--- src/rtl/data_mem_arbiter_pkg.sv ---
// Shared types and helpers for the data-memory port arbiter.
package data_mem_arbiter_pkg;

  typedef enum logic {ARB_IDLE, ARB_RD_WAIT} arb_state_t;
  typedef enum logic {GNT_CPU, GNT_AUX} arb_gnt_t;

  localparam int ARB_CNT_W = 3;

  // Initial wait-counter value for a read of the given RAM latency
  // (counter reaches 0 exactly in the data-return cycle).
  function automatic logic [ARB_CNT_W-1:0] rd_cnt_init(input int lat);
    return ARB_CNT_W'(lat - 1);
  endfunction

endpackage

--- src/rtl/data_mem_arbiter_rr_picker2.sv ---
// Combinational 2-way round-robin picker: bit 0 = CPU, bit 1 = aux.
module rr_picker2
  import data_mem_arbiter_pkg::*;
(
  input  logic [1:0] req,
  input  arb_gnt_t   last,
  output logic [1:0] gnt
);

  // One-hot grant; on contention the requester not served last wins.
  always_comb begin
    gnt = req;
    if (req[0] && req[1]) begin
      gnt = (last == GNT_AUX) ? 2'b01 : 2'b10;
    end
  end

endmodule

--- src/rtl/data_mem_arbiter.sv ---
// Shares the single data-RAM port between the processor load/store path
// and an auxiliary requester. One access at a time, reads wait a fixed
// RAM latency, and the processor is stalled until its own access is done.
module data_mem_arbiter
  import data_mem_arbiter_pkg::*;
#(
  parameter int ABUS   = 32,
  parameter int DBUS   = 32,
  parameter int RD_LAT = 2
)
(
  input  logic            clk,
  input  logic            rst,
  input  logic            cpu_re,
  input  logic            cpu_we,
  input  logic [ABUS-1:0] cpu_addr,
  input  logic [DBUS-1:0] cpu_wdata,
  output logic [DBUS-1:0] cpu_rdata,
  output logic            cpu_stall,
  input  logic            aux_valid,
  input  logic            aux_we,
  input  logic [ABUS-1:0] aux_addr,
  input  logic [DBUS-1:0] aux_wdata,
  output logic            aux_ready,
  output logic [DBUS-1:0] aux_rdata,
  output logic            aux_rvalid,
  output logic            mem_re,
  output logic            mem_we,
  output logic [ABUS-1:0] mem_addr,
  output logic [DBUS-1:0] mem_wdata,
  input  logic [DBUS-1:0] mem_rdata
);

  localparam logic [ARB_CNT_W-1:0] RD_CNT_INIT = rd_cnt_init(RD_LAT);

  arb_state_t            state, state_nxt;
  arb_gnt_t              last_grant;
  arb_gnt_t              rd_owner;
  logic [ARB_CNT_W-1:0]  cnt;

  logic                  cpu_req;
  logic [1:0]            req;
  logic [1:0]            gnt;

  logic                  issue_p0;
  logic                  issue_cpu_p0;
  logic                  issue_aux_p0;
  logic                  issue_we_p0;
  logic [ABUS-1:0]       addr_p0;
  logic [DBUS-1:0]       wdata_p0;
  logic                  rd_done;
  logic                  cpu_rd_done;
  logic                  aux_rd_done;
  logic                  cpu_done;

  logic [ABUS-1:0]       addr_hold;
  logic [DBUS-1:0]       wdata_hold;
  logic [DBUS-1:0]       cpu_rdata_p1;
  logic [DBUS-1:0]       aux_rdata_p1;
  logic                  vld_p1;

  // Write wins when the processor raises both strobes.
  assign cpu_req = cpu_re | cpu_we;
  assign req     = {aux_valid, cpu_req};

  rr_picker2 u_picker (
    .req  (req),
    .last (last_grant),
    .gnt  (gnt)
  );

  // Issue decision and next state; nothing is issued while reset is held.
  always_comb begin
    state_nxt    = state;
    issue_p0     = 1'b0;
    issue_cpu_p0 = 1'b0;
    issue_aux_p0 = 1'b0;
    issue_we_p0  = 1'b0;
    addr_p0      = addr_hold;
    wdata_p0     = wdata_hold;
    rd_done      = 1'b0;
    unique case (state)
      ARB_IDLE: begin
        if (!rst && (req != 2'b00)) begin
          issue_p0     = 1'b1;
          issue_cpu_p0 = gnt[0];
          issue_aux_p0 = gnt[1];
          if (gnt[0]) begin
            issue_we_p0 = cpu_we;
            addr_p0     = cpu_addr;
            wdata_p0    = cpu_wdata;
          end else begin
            issue_we_p0 = aux_we;
            addr_p0     = aux_addr;
            wdata_p0    = aux_wdata;
          end
          if (!issue_we_p0) begin
            state_nxt = ARB_RD_WAIT;
          end
        end
      end
      ARB_RD_WAIT: begin
        if (cnt == '0) begin
          rd_done   = 1'b1;
          state_nxt = ARB_IDLE;
        end
      end
      default: state_nxt = ARB_IDLE;
    endcase
  end

  // ---- stage p0: issue cycle, RAM strobes driven combinationally ----
  assign mem_re    = issue_p0 & ~issue_we_p0;
  assign mem_we    = issue_p0 &  issue_we_p0;
  assign mem_addr  = addr_p0;
  assign mem_wdata = wdata_p0;
  assign aux_ready = issue_aux_p0;

  assign cpu_rd_done = rd_done & (rd_owner == GNT_CPU);
  assign aux_rd_done = rd_done & (rd_owner == GNT_AUX);
  assign cpu_done    = (issue_cpu_p0 & issue_we_p0) | cpu_rd_done;
  assign cpu_stall   = cpu_req & ~cpu_done & ~rst;

  // CPU sees RAM data directly in its done cycle, the captured copy otherwise.
  assign cpu_rdata   = cpu_rd_done ? mem_rdata : cpu_rdata_p1;

  // FSM state, fairness pointer, read owner and latency counter.
  always_ff @(posedge clk or posedge rst) begin
    if (rst) begin
      state      <= ARB_IDLE;
      last_grant <= GNT_AUX;
      rd_owner   <= GNT_CPU;
      cnt        <= '0;
    end else begin
      state <= state_nxt;
      if (issue_p0) begin
        last_grant <= issue_cpu_p0 ? GNT_CPU : GNT_AUX;
        if (!issue_we_p0) begin
          rd_owner <= issue_cpu_p0 ? GNT_CPU : GNT_AUX;
          cnt      <= RD_CNT_INIT;
        end
      end else if (state == ARB_RD_WAIT && cnt != '0) begin
        cnt <= cnt - 1'b1;
      end
    end
  end

  // Hold the last issued address/data so the RAM bus is stable when idle.
  always_ff @(posedge clk or posedge rst) begin
    if (rst) begin
      addr_hold  <= '0;
      wdata_hold <= '0;
    end else if (issue_p0) begin
      addr_hold  <= addr_p0;
      wdata_hold <= wdata_p0;
    end
  end

  // ---- stage p1: read-data capture at the end of the done cycle ----
  // Capture returned read data for whichever requester owned the read.
  always_ff @(posedge clk or posedge rst) begin
    if (rst) begin
      cpu_rdata_p1 <= '0;
      aux_rdata_p1 <= '0;
      vld_p1       <= 1'b0;
    end else begin
      vld_p1 <= aux_rd_done;
      if (cpu_rd_done) begin
        cpu_rdata_p1 <= mem_rdata;
      end
      if (aux_rd_done) begin
        aux_rdata_p1 <= mem_rdata;
      end
    end
  end

  assign aux_rdata  = aux_rdata_p1;
  assign aux_rvalid = vld_p1;

endmodule

--- config.mk ---
export PLATFORM = sky130hd
export DESIGN_NAME = data_mem_arbiter
export DESIGN_NICKNAME = d
export VERILOG_FILES = /design/src/rtl/data_mem_arbiter_pkg.sv /design/src/rtl/data_mem_arbiter_rr_picker2.sv /design/src/rtl/data_mem_arbiter.sv
export SDC_FILE = /design/constraint.sdc
export NUM_CORES = 1
export LEC_CHECK = 0
export CORE_MARGIN = 2
export CORE_UTILIZATION = 44
export DETAILED_ROUTE_END_ITERATION = 10
export GPL_TIMING_DRIVEN = 0
export HOLD_SLACK_MARGIN = 0.06
export PLACE_DENSITY = 0.85
export SLEW_MARGIN = 15
export SYNTH_ARGS = -nofsm -noshare
export SYNTH_HDL_FRONTEND = slang
export SYNTH_SLANG_ARGS = --single-unit
--- constraint.sdc ---
create_clock -name clk -period 12.6 [get_ports clk]
set_clock_uncertainty 0.2 [all_clocks]
set_input_delay 1.26 -clock clk [delete_from_list [all_inputs] [get_ports clk]]
set_output_delay 1.26 -clock clk [all_outputs]
set_load 0.05 [all_outputs]
==> impl_metrics.tcl, run 1 <==
set metrics [dict create \
    cts.path.max_buffers 2 \
    finalWeightedCongestion 0.838 \
    pwr-share-seq 0.234 \
    cap_viol_max_count 0 \
    endpoint_kind "output pin" \
    cts.sink_count 135 \
    power_density_mw_per_mm2 313 \
    syn_area_mm2 0.00622 \
    net-switching-power_mw 1.51 \
    route.detailed.wl_per_inst_um 18.3 \
    die_height_um 123 \
    post_synth_xor_area_fraction 0 \
    grt_pass1_vias 5883 \
    power.clock.fraction 0.165 \
    coreArea_mm2 0.0138 \
    fmax_mhz 183 \
    critPathLaunchType "primary input" \
    globalRouteTotalUtil 0.253 \
    placementRows 43 \
    synth_area_per_cell_um2 11.7 \
    antennaDiodeCount 0 \
    final-hold-violation-count 0 \
    cp.arrival_ns 4.01 \
    grt_pass1_wl_um 29200 \
    sw_frac_of_total 0.478 \
    placement.io_buffers 298 \
    ys_seq_elements 135 \
    detailed_place_hpwl_um 14300 \
    grt_setup_unrepaired "false" \
    post_cts.resized_instances 0 \
    final_setup_violation_count 0 \
    comb_power_share 0.601 \
    gr-total-overflow 0 \
    post_synth_num_cell_types 32 \
    final_design_area_excluding_fillers_mm2 0.0101 \
    critical_path_fanouts_max 10 \
    grt_max_degree 75 \
    worstSkewPairLatency_ns 0.41 \
    combinational_family_with_the_most_area_after_synthesis "multiplexers" \
    initial_core_utilization 0.450 \
    clkTransAtPathRegs_ns 0.05 \
    layout-area-overhead-vs-synth_pct 62.2 \
    power.internal_mw 1.65 \
    drt-vias-per-instance 5.18 \
    leakage_nw 4.37 \
    synthesis_warning_total 0 \
    ant_nets 0 \
    timing_worst_slew_pin_value_ns 0.590 \
    cp.required_ns 11.14 \
    vdd_ir_drop_max_v 0.000268 \
    cts_hold_repair_buffers 0 \
    drcViolationCount 0 \
    ctsHtreeMaxLevel 4 \
    fin_setup_tns_ns 0 \
    firstDrtPassIters 4 \
    antenna_found_initial 0 \
    dpl_cell_area_mm2 0.00946 \
    status "complete, no violations" \
    synth_fa_ha_area_frac 0.00402 \
    fill_cells 918 \
    synthCells 532 \
    seq_area_frac_synth 0.543 \
    fin_crit_sh 0.434 \
    die_w_um 123 \
    report.final.slew_viol_count 0 \
    drtIter0Drc 282 \
    postCtsSetupRepairBufs 0 \
    synth.net_count 700 \
    muxShareOfSynthArea 0.220 \
    worst_setup_path_type "in2out" \
    fin_nets 1018 \
    worstHoldPathType "reg2reg" \
    route.vias.total 5401 \
    synth-compound-area-share 0.119 \
    drt_wl_total_um 19000 \
    cts_made_buffers 17 \
    cts_tree "yes" \
    layout_min_cycle_time_ns 5.47 \
    die_area_mm2 0.0151 \
    clk_root_buffer_cell "clkbuf_16" \
    top_level_ports 299 \
    synthSimpleGateAreaFrac 0.0607 \
    slew_headroom 0.607 \
    layout-drive-gt1-share 0.153 \
]
-- cells in the final DEF, fill, tap and decap left out, types with 2 or more instances in the layout --
cell type | netlist | layout
a21oi_1 | 3 | 3
buf_12 | 6 | 6
buf_2 | 6 | 6
buf_6 | 9 | 9
bufinv_16 | 0 | 4
clkbuf_1 | 7 | 8
clkbuf_16 | 0 | 17
clkbuf_2 | 4 | 4
clkdlybuf4s50_1 | 0 | 298
clkinv_2 | 0 | 2
clkinv_4 | 0 | 5
dfrtp_1 | 134 | 134
ha_1 | 2 | 2
inv_1 | 6 | 5
inv_6 | 0 | 3
mux2_2 | 64 | 64
mux2i_1 | 65 | 65
nand2_1 | 69 | 69
nand2b_1 | 2 | 2
nor2_1 | 6 | 6
nor2_2 | 3 | 3
nor2b_1 | 2 | 2
o21ai_0 | 10 | 10
o21ai_1 | 120 | 120
-- kinds of logic (layout without fill, tap and decap cells) --
group                      Yosys count  count (layout)
and+or+nand+nor                     88              88
muxes                              129             129
adders and majority gates            2               2
buffers and inverters               39             370
DFF                                135             135
AOI/OAI and AO/OA                  139             139
-- final cells by class --
class | instances | area (um^2) | area share
plain buffers | 33 | 305 | 0.0303
clock buffers | 18 | 429 | 0.0425
clock inverters | 14 | 199 | 0.0197
inverters | 6 | 27.5 | 0.00273
multi-input cells | 358 | 2520 | 0.249
flip-flops and latches | 135 | 3380 | 0.335
well taps | 180 | 225 | 0.0223
repair buffers | 299 | 3010 | 0.298
-- stage by stage --
step	setup WS (ns)	hold WS [ns]	utilization	power, mW	instances
after floorplan	7.53	0.239	-	2.00	532
final	7.13	0.282	0.730	3.16	1043
after global routing	7.04	0.303	0.730	3.29	1043
after detailed placement	7.14	0.269	0.684	2.63	1011
after global placement	5.94	0.253	0.682	2.58	1010
after CTS	7.14	0.283	0.730	3.18	1043
-- metal layers --
| layer | track usage | share of wire | vias up |
|---|---|---|---|
| met4 | 0.114 | 0.031 | 0 |
| li1 | - | - | 2514 |
| met1 | 0.263 | 0.35 | 2597 |
| met2 | 0.453 | 0.52 | 244 |
| met3 | 0.0927 | 0.094 | 46 |
| met5 | 0 | 0 | - |
-- critical path, cell delays in order --
cell	delay (ns)
clkdlybuf4s50_1	0.53
o31ai_4	0.53
buf_4	0.28
buf_6	0.19
buf_6	0.16
nand2_1	0.09
o21ai_1	0.11
clkdlybuf4s50_1	0.84
-- Yosys cell counts, drive strengths merged --
cell / instances / area share
mux2i: 65 / 0.10
a21o: 1 / 0.0012
buf: 22 / 0.042
o2bb2a: 1 / 0.0032
clkbuf: 11 / 0.0074
nor4: 1 / 0.0010
o31ai: 1 / 0.0034
a21oi: 3 / 0.0024
and3: 1 / 0.0010
inv: 6 / 0.0036
and2b: 1 / 0.0012
a21bo: 1 / 0.0016
dfstp: 1 / 0.0042
nand2b: 2 / 0.0020
o22a: 1 / 0.0014
o21ai: 130 / 0.10
dfrtp: 134 / 0.54
mux2: 64 / 0.12
nand3: 1 / 0.00080
a31o: 1 / 0.0014
nor2b: 2 / 0.0020
ha: 2 / 0.0040
nand3b: 1 / 0.0012
nand2: 69 / 0.042
nor2: 10 / 0.0099
-- power by group through the flow --
| stage | Clock [mW] | Combinational (mW) | Sequential, mW |
|---|---|---|---|
| after floorplan | 0 | 1.09 | 0.905 |
| after global placement | 0 | 1.86 | 0.724 |
| after detailed placement | 0 | 1.90 | 0.739 |
| after CTS | 0.530 | 1.91 | 0.738 |
| after global routing | 0.550 | 1.98 | 0.757 |
| final | 0.521 | 1.90 | 0.737 |
-- registers in the layout, summed over array words and instances (netlist names) --
register	count
addr_hold	32
aux_rdata	32
aux_rvalid	1
cnt	3
cpu_rdata_p1	32
last_grant	1
rd_owner	1
state	1
wdata_hold	32
-- path summary, 6_finish.rpt --
check	from	to	slack [ns]	cells after the start
setup / recovery	cpu_we	mem_addr[5]	7.13	8
hold / removal	wdata_hold[0]	wdata_hold[0]	0.28	2
setup reg to reg	cnt[0]	cpu_rdata_p1[3]	10.32	7
hold reg to reg	wdata_hold[0]	wdata_hold[0]	0.28	2
max in group asynchronous	rst	addr_hold[24]	10.25	3
min in group asynchronous	rst	cnt[1]	1.20	2
(Power assumes the default switching activity.)
==> inputs of run 2 (changes only) <==
- CORE_UTILIZATION: 44 -> 41
- PLACE_DENSITY: 0.85 -> 0.8
- clock period: 12.6 -> 5.4 ns (I/O delays scaled with it)
==> impl_metrics.tcl, run 2 (synthesis gave the netlist of run 1 again) <==
set metrics [dict create \
    postCtsSetupRepairBufs 0 \
    firstDrtPassIters 6 \
    final_setup_violation_count 0 \
    cts.sink_count 135 \
    route.detailed.wl_per_inst_um 17.6 \
    layout_common_cells "298 x clkdlybuf4s50_1, 134 x dfrtp_1, 120 x o21ai_1" \
    layout-drive-gt1-share 0.153 \
    worstSkewPairLatency_ns 0.42 \
    critPathLaunchType "primary input" \
    mostFrequentLayoutCell "clkdlybuf4s50_1" \
    cp_max_stage_cell "clkdlybuf4s50_1" \
    cp.required_ns 4.66 \
    clk_root_buffer_cell "clkbuf_16" \
    layout_min_cycle_time_ns 4.07 \
    net-switching-power_mw 3.51 \
    die_height_um 127 \
    detailed_place_hpwl_um 14400 \
    final_design_area_excluding_fillers_mm2 0.0100 \
    report.final.slew_viol_count 0 \
    worstHoldPathType "reg2reg" \
    ff2ff_path_depth 7 \
    finish.utilization 0.667 \
    dp.cells 1019 \
    cp_num_buf_inv 5 \
    placementRows 45 \
    worst_setup_path_type "in2out" \
    finalWeightedCongestion 0.817 \
    status "complete, no violations" \
    fin_crit_sh 0.754 \
    die_w_um 127 \
    dpl_cell_area_mm2 0.00947 \
    sw_frac_of_total 0.486 \
    post_cts.resized_instances 0 \
    cts_hold_repair_buffers 0 \
    ctsHtreeMaxLevel 4 \
    cts.path.max_buffers 2 \
    antenna_found_initial 0 \
    coreArea_mm2 0.0150 \
    drtIter0Drc 230 \
    crit_path_cell_trace "clkdlybuf4s50_1, o31ai_4, buf_4, buf_6, buf_6, nand2_1, o21ai_1, clkdlybuf4s50_1" \
    globalRouteTotalUtil 0.231 \
    route.vias.total 5306 \
    slew_headroom 0.604 \
    top_level_ports 299 \
    layout-area-overhead-vs-synth_pct 61.1 \
    grt_setup_unrepaired "false" \
    drcViolationCount 0 \
    die_area_mm2 0.0162 \
    vdd_ir_drop_max_v 0.000554 \
    placement.io_buffers 298 \
    grt_pass1_wl_um 29200 \
    fin_nets 1018 \
    clkTransAtPathRegs_ns 0.06 \
    drt_wl_total_um 18500 \
    grt_max_degree 72 \
    filler_free_cell_count_of_the_finished_design 1051 \
    leakage_nw 4.33 \
    final-hold-violation-count 0 \
    grt_pass1_vias 5915 \
    comb_power_share 0.614 \
    fmax_mhz 246 \
    cp_num_cells 8 \
    ant_nets 0 \
    drt-vias-per-instance 5.05 \
    hold_path_depth 2 \
    timing_worst_slew_pin_value_ns 0.594 \
    path_delay_family "buffers and inverters" \
    post-layout-total-power_mw 7.21 \
    cts_made_buffers 17 \
    critical_path_fanouts_max 10 \
    power.clock.fraction 0.149 \
    endpoint_kind "output pin" \
    cap_viol_max_count 0 \
    cp.arrival_ns 3.33 \
    cp_peak_stage_delay_ns 0.85 \
    antennaDiodeCount 0 \
    pwr-share-seq 0.237 \
    power.internal_mw 3.71 \
    power_density_mw_per_mm2 719 \
    gr-total-overflow 0 \
    initial_core_utilization 0.414 \
    cts_tree "yes" \
]
run 2: per-layer routing:
metal  share of wire  vias up  track usage
met5               0        -            0
li1                -     2505            -
met3            0.11       26        0.103
met4           0.017        0       0.0827
met2            0.51      224        0.408
met1            0.37     2551        0.244
run 2: path summary, 6_finish.rpt:
kind | start | slack, ns | endpoint
max in group asynchronous | rst | 3.73 | wdata_hold[16]
max | cpu_we | 1.33 | mem_wdata[2]
min | addr_hold[10] | 0.27 | addr_hold[10]
min in group asynchronous | rst | 0.51 | cpu_rdata_p1[22]
max reg2reg | cnt[0] | 3.13 | cpu_rdata_p1[14]
min reg2reg | addr_hold[10] | 0.27 | addr_hold[10]
run 2: area by class of cell:
cell class | count | area, um^2
multi-input combinational | 358 | 2520
sequential | 135 | 3380
clock buffer | 18 | 429
inverter | 6 | 27.5
fill | 1127 | 5010
tap | 188 | 235
buffer | 33 | 305
timing repair buffer | 299 | 3010
clock inverter | 14 | 123
run 2: worst min-delay path, cell delays in order (launching register included):
cell and delay (ns):
dfrtp_1 0.32, nand2_1 0.05, o21ai_0 0.06
run 2: stage by stage:
stage	setup WS (ns)	TNS, ns	hold slack, ns
floorplan	1.05	0	0.239
global placement	-0.603	-79.28	0.253
detailed placement	1.26	0	0.262
CTS	1.27	0	0.277
global route	1.15	0	0.298
finish	1.33	0	0.271
run 2: power groups by stage:
| stage | Clock [mW] | Combinational, mW | Sequential [mW] |
|---|---|---|---|
| 2_1_floorplan | 0 | 2.54 | 2.11 |
| 3_3_place_gp | 0 | 4.36 | 1.69 |
| 3_5_place_dp | 0 | 4.44 | 1.72 |
| 4_1_cts | 1.10 | 4.46 | 1.71 |
| 5_1_grt | 1.15 | 4.64 | 1.76 |
| 6_report | 1.08 | 4.42 | 1.71 |
==> inputs of run 3 (changes only) <==
- clock period: 5.4 -> 3.8 ns (I/O delays scaled with it)
==> impl_metrics.tcl, run 3 (synthesis gave the netlist of run 1 again) <==
set metrics [dict create \
    drt_wl_total_um 18900 \
    drtIter0Drc 159 \
    cts_tree "yes" \
    cts.sink_count 135 \
    cts_made_buffers 17 \
    globalRouteTotalUtil 0.236 \
    cap_viol_max_count 0 \
    report.final.slew_viol_count 0 \
    maxUsedRoutingLayer "met4" \
    coreArea_mm2 0.0150 \
    final_setup_violation_count 0 \
    ctsHtreeMaxLevel 4 \
    fin_crit_sh 0.965 \
    status "complete, no violations" \
    timing.rr.end "cpu_rdata_p1[14]" \
    fin_setup_tns_ns 0 \
    detailed_place_hpwl_um 14500 \
    cp_max_stage_cell "clkdlybuf4s50_1" \
    drt-vias-per-instance 5.00 \
    dp.cells 1022 \
    critPathLaunchType "primary input" \
    route.detailed.wl_per_inst_um 17.9 \
    top_level_ports 299 \
    drcViolationCount 0 \
    finalWeightedCongestion 0.812 \
    setup.reg_to_reg.worst_slack_ns 1.52 \
    ff2ff_path_depth 7 \
    grt_max_degree 33 \
    leakage_nw 4.85 \
    placement.io_buffers 298 \
    power_density_mw_per_mm2 1020 \
    cts_hold_repair_buffers 0 \
    sw_frac_of_total 0.477 \
    die_height_um 127 \
    firstDrtPassIters 4 \
    wl_met1_um 7150 \
    route.vias.total 5265 \
    vdd_ir_drop_max_v 0.000869 \
    cp_peak_stage_delay_ns 0.83 \
    layout_min_cycle_time_ns 3.67 \
    gr-total-overflow 0 \
    pwr-share-seq 0.234 \
    layout-drive-gt1-share 0.156 \
    power.clock.fraction 0.168 \
    filler_free_cell_count_of_the_finished_design 1054 \
    net-switching-power_mw 4.99 \
    antennaDiodeCount 0 \
    grt_pass1_wl_um 29500 \
    layout_common_cells "253 x clkdlybuf4s50_1, 134 x dfrtp_1, 120 x o21ai_1" \
    initial_core_utilization 0.414 \
    postCtsSetupRepairBufs 0 \
    endpoint_kind "output pin" \
    path_delay_family "buffers and inverters" \
    antenna_found_initial 0 \
    wl_met3_um 1740 \
    power.internal_mw 5.46 \
    placementRows 45 \
    die_area_mm2 0.0162 \
    cp.arrival_ns 3.09 \
    comb_power_share 0.598 \
    die_w_um 127 \
    critical_path_fanouts_max 10 \
    cts.path.max_buffers 2 \
    mostFrequentLayoutCell "clkdlybuf4s50_1" \
    cp_num_buf_inv 5 \
    cp.required_ns 3.22 \
    ant_nets 0 \
    crit-reg2reg-launch "cnt[0]" \
    worstSkewPairLatency_ns 0.41 \
    slew_headroom 0.605 \
    final-hold-violation-count 0 \
    grt_pass1_vias 5777 \
    fin_nets 1021 \
    clk_root_buffer_cell "clkbuf_16" \
    grt_setup_unrepaired "false" \
    fmax_mhz 273 \
    layout-area-overhead-vs-synth_pct 65.2 \
    wl_met2_um 9660 \
    post-layout-total-power_mw 10.5 \
    crit_path_cell_trace "clkdlybuf4s50_1, o31ai_4, buf_4, buf_6, buf_6, nand2_1, o21ai_1, clkdlybuf4s50_1" \
    clkTransAtPathRegs_ns 0.06 \
    timing_worst_slew_pin_value_ns 0.592 \
    worstHoldPathType "in2async" \
    worst_setup_path_type "in2out" \
]
-- run 3: cell types whose count changed in the layout (fill, tap and decap cells not counted) --
cell / previous run / this run
clkdlybuf4s50_1: 298 / 253
clkinv_4: 1 / 4
inv_6: 6 / 3
dlygate4sd2_1: 0 / 1
buf_12: 6 / 9
dlymetal6s2s_1: 0 / 44
bufinv_16: 1 / 4
clkbuf_8: 0 / 1
clkinv_2: 5 / 1
-- run 3: how the worst max path moves through the flow --
stage	from	end	slack, ns	cells past startpoint
floorplan	cnt[0]	cpu_stall	0.71	7
global placement	cpu_we	mem_wdata[4]	0.04	8
detailed placement	cpu_we	mem_wdata[4]	-0.01	8
CTS	cpu_we	mem_wdata[7]	0.004	8
global route	cpu_re	mem_addr[2]	0.01	8
finish	cpu_re	mem_wdata[15]	0.13	8
-- run 3: cell type report --
class                   instances  area (um^2)
flip-flops and latches        135         3380
well taps                     188          235
repair buffers                302         3180
multi-input cells             358         2520
inverters                       6         26.3
fillers                      1111         4750
plain buffers                  33          305
clock buffers                  19          443
clock inverters                13          194
-- run 3: power by group through the flow --
stage | logic, mW | registers [mW] | clock network, mW
floorplan | 3.62 | 3.00 | 0
global placement | 6.19 | 2.42 | 0
detailed placement | 6.30 | 2.46 | 0
CTS | 6.34 | 2.45 | 1.78
global route | 6.56 | 2.52 | 1.84
finish | 6.25 | 2.45 | 1.75
-- run 3: through the flow --
| step | area [um^2] | utilization | hold slack, ns | setup WS, ns |
|---|---|---|---|---|
| 2_1_floorplan | 6230 | - | 0.239 | 0.710 |
| 3_3_place_gp | 9450 | 0.628 | 0.254 | 0.0389 |
| 3_5_place_dp | 9530 | 0.634 | 0.264 | -0.0119 |
| 4_1_cts | 10200 | 0.676 | 0.259 | 0.00386 |
| 5_1_grt | 10300 | 0.684 | 0.303 | 0.0104 |
| 6_report | 10300 | 0.684 | 0.261 | 0.132 |
-- run 3: layer usage --
metal  vias up  track usage
li1       2535            -
met1      2506        0.254
met2       196        0.419
met3        28        0.102
met4         0       0.0743
met5         -            0
-- run 3: repair_timing --
action | 4_1_cts | 5_1_grt
resized for setup | 1 | 44
endpoints found under the setup margin | 1 | 63
pin swaps | 0 | 1
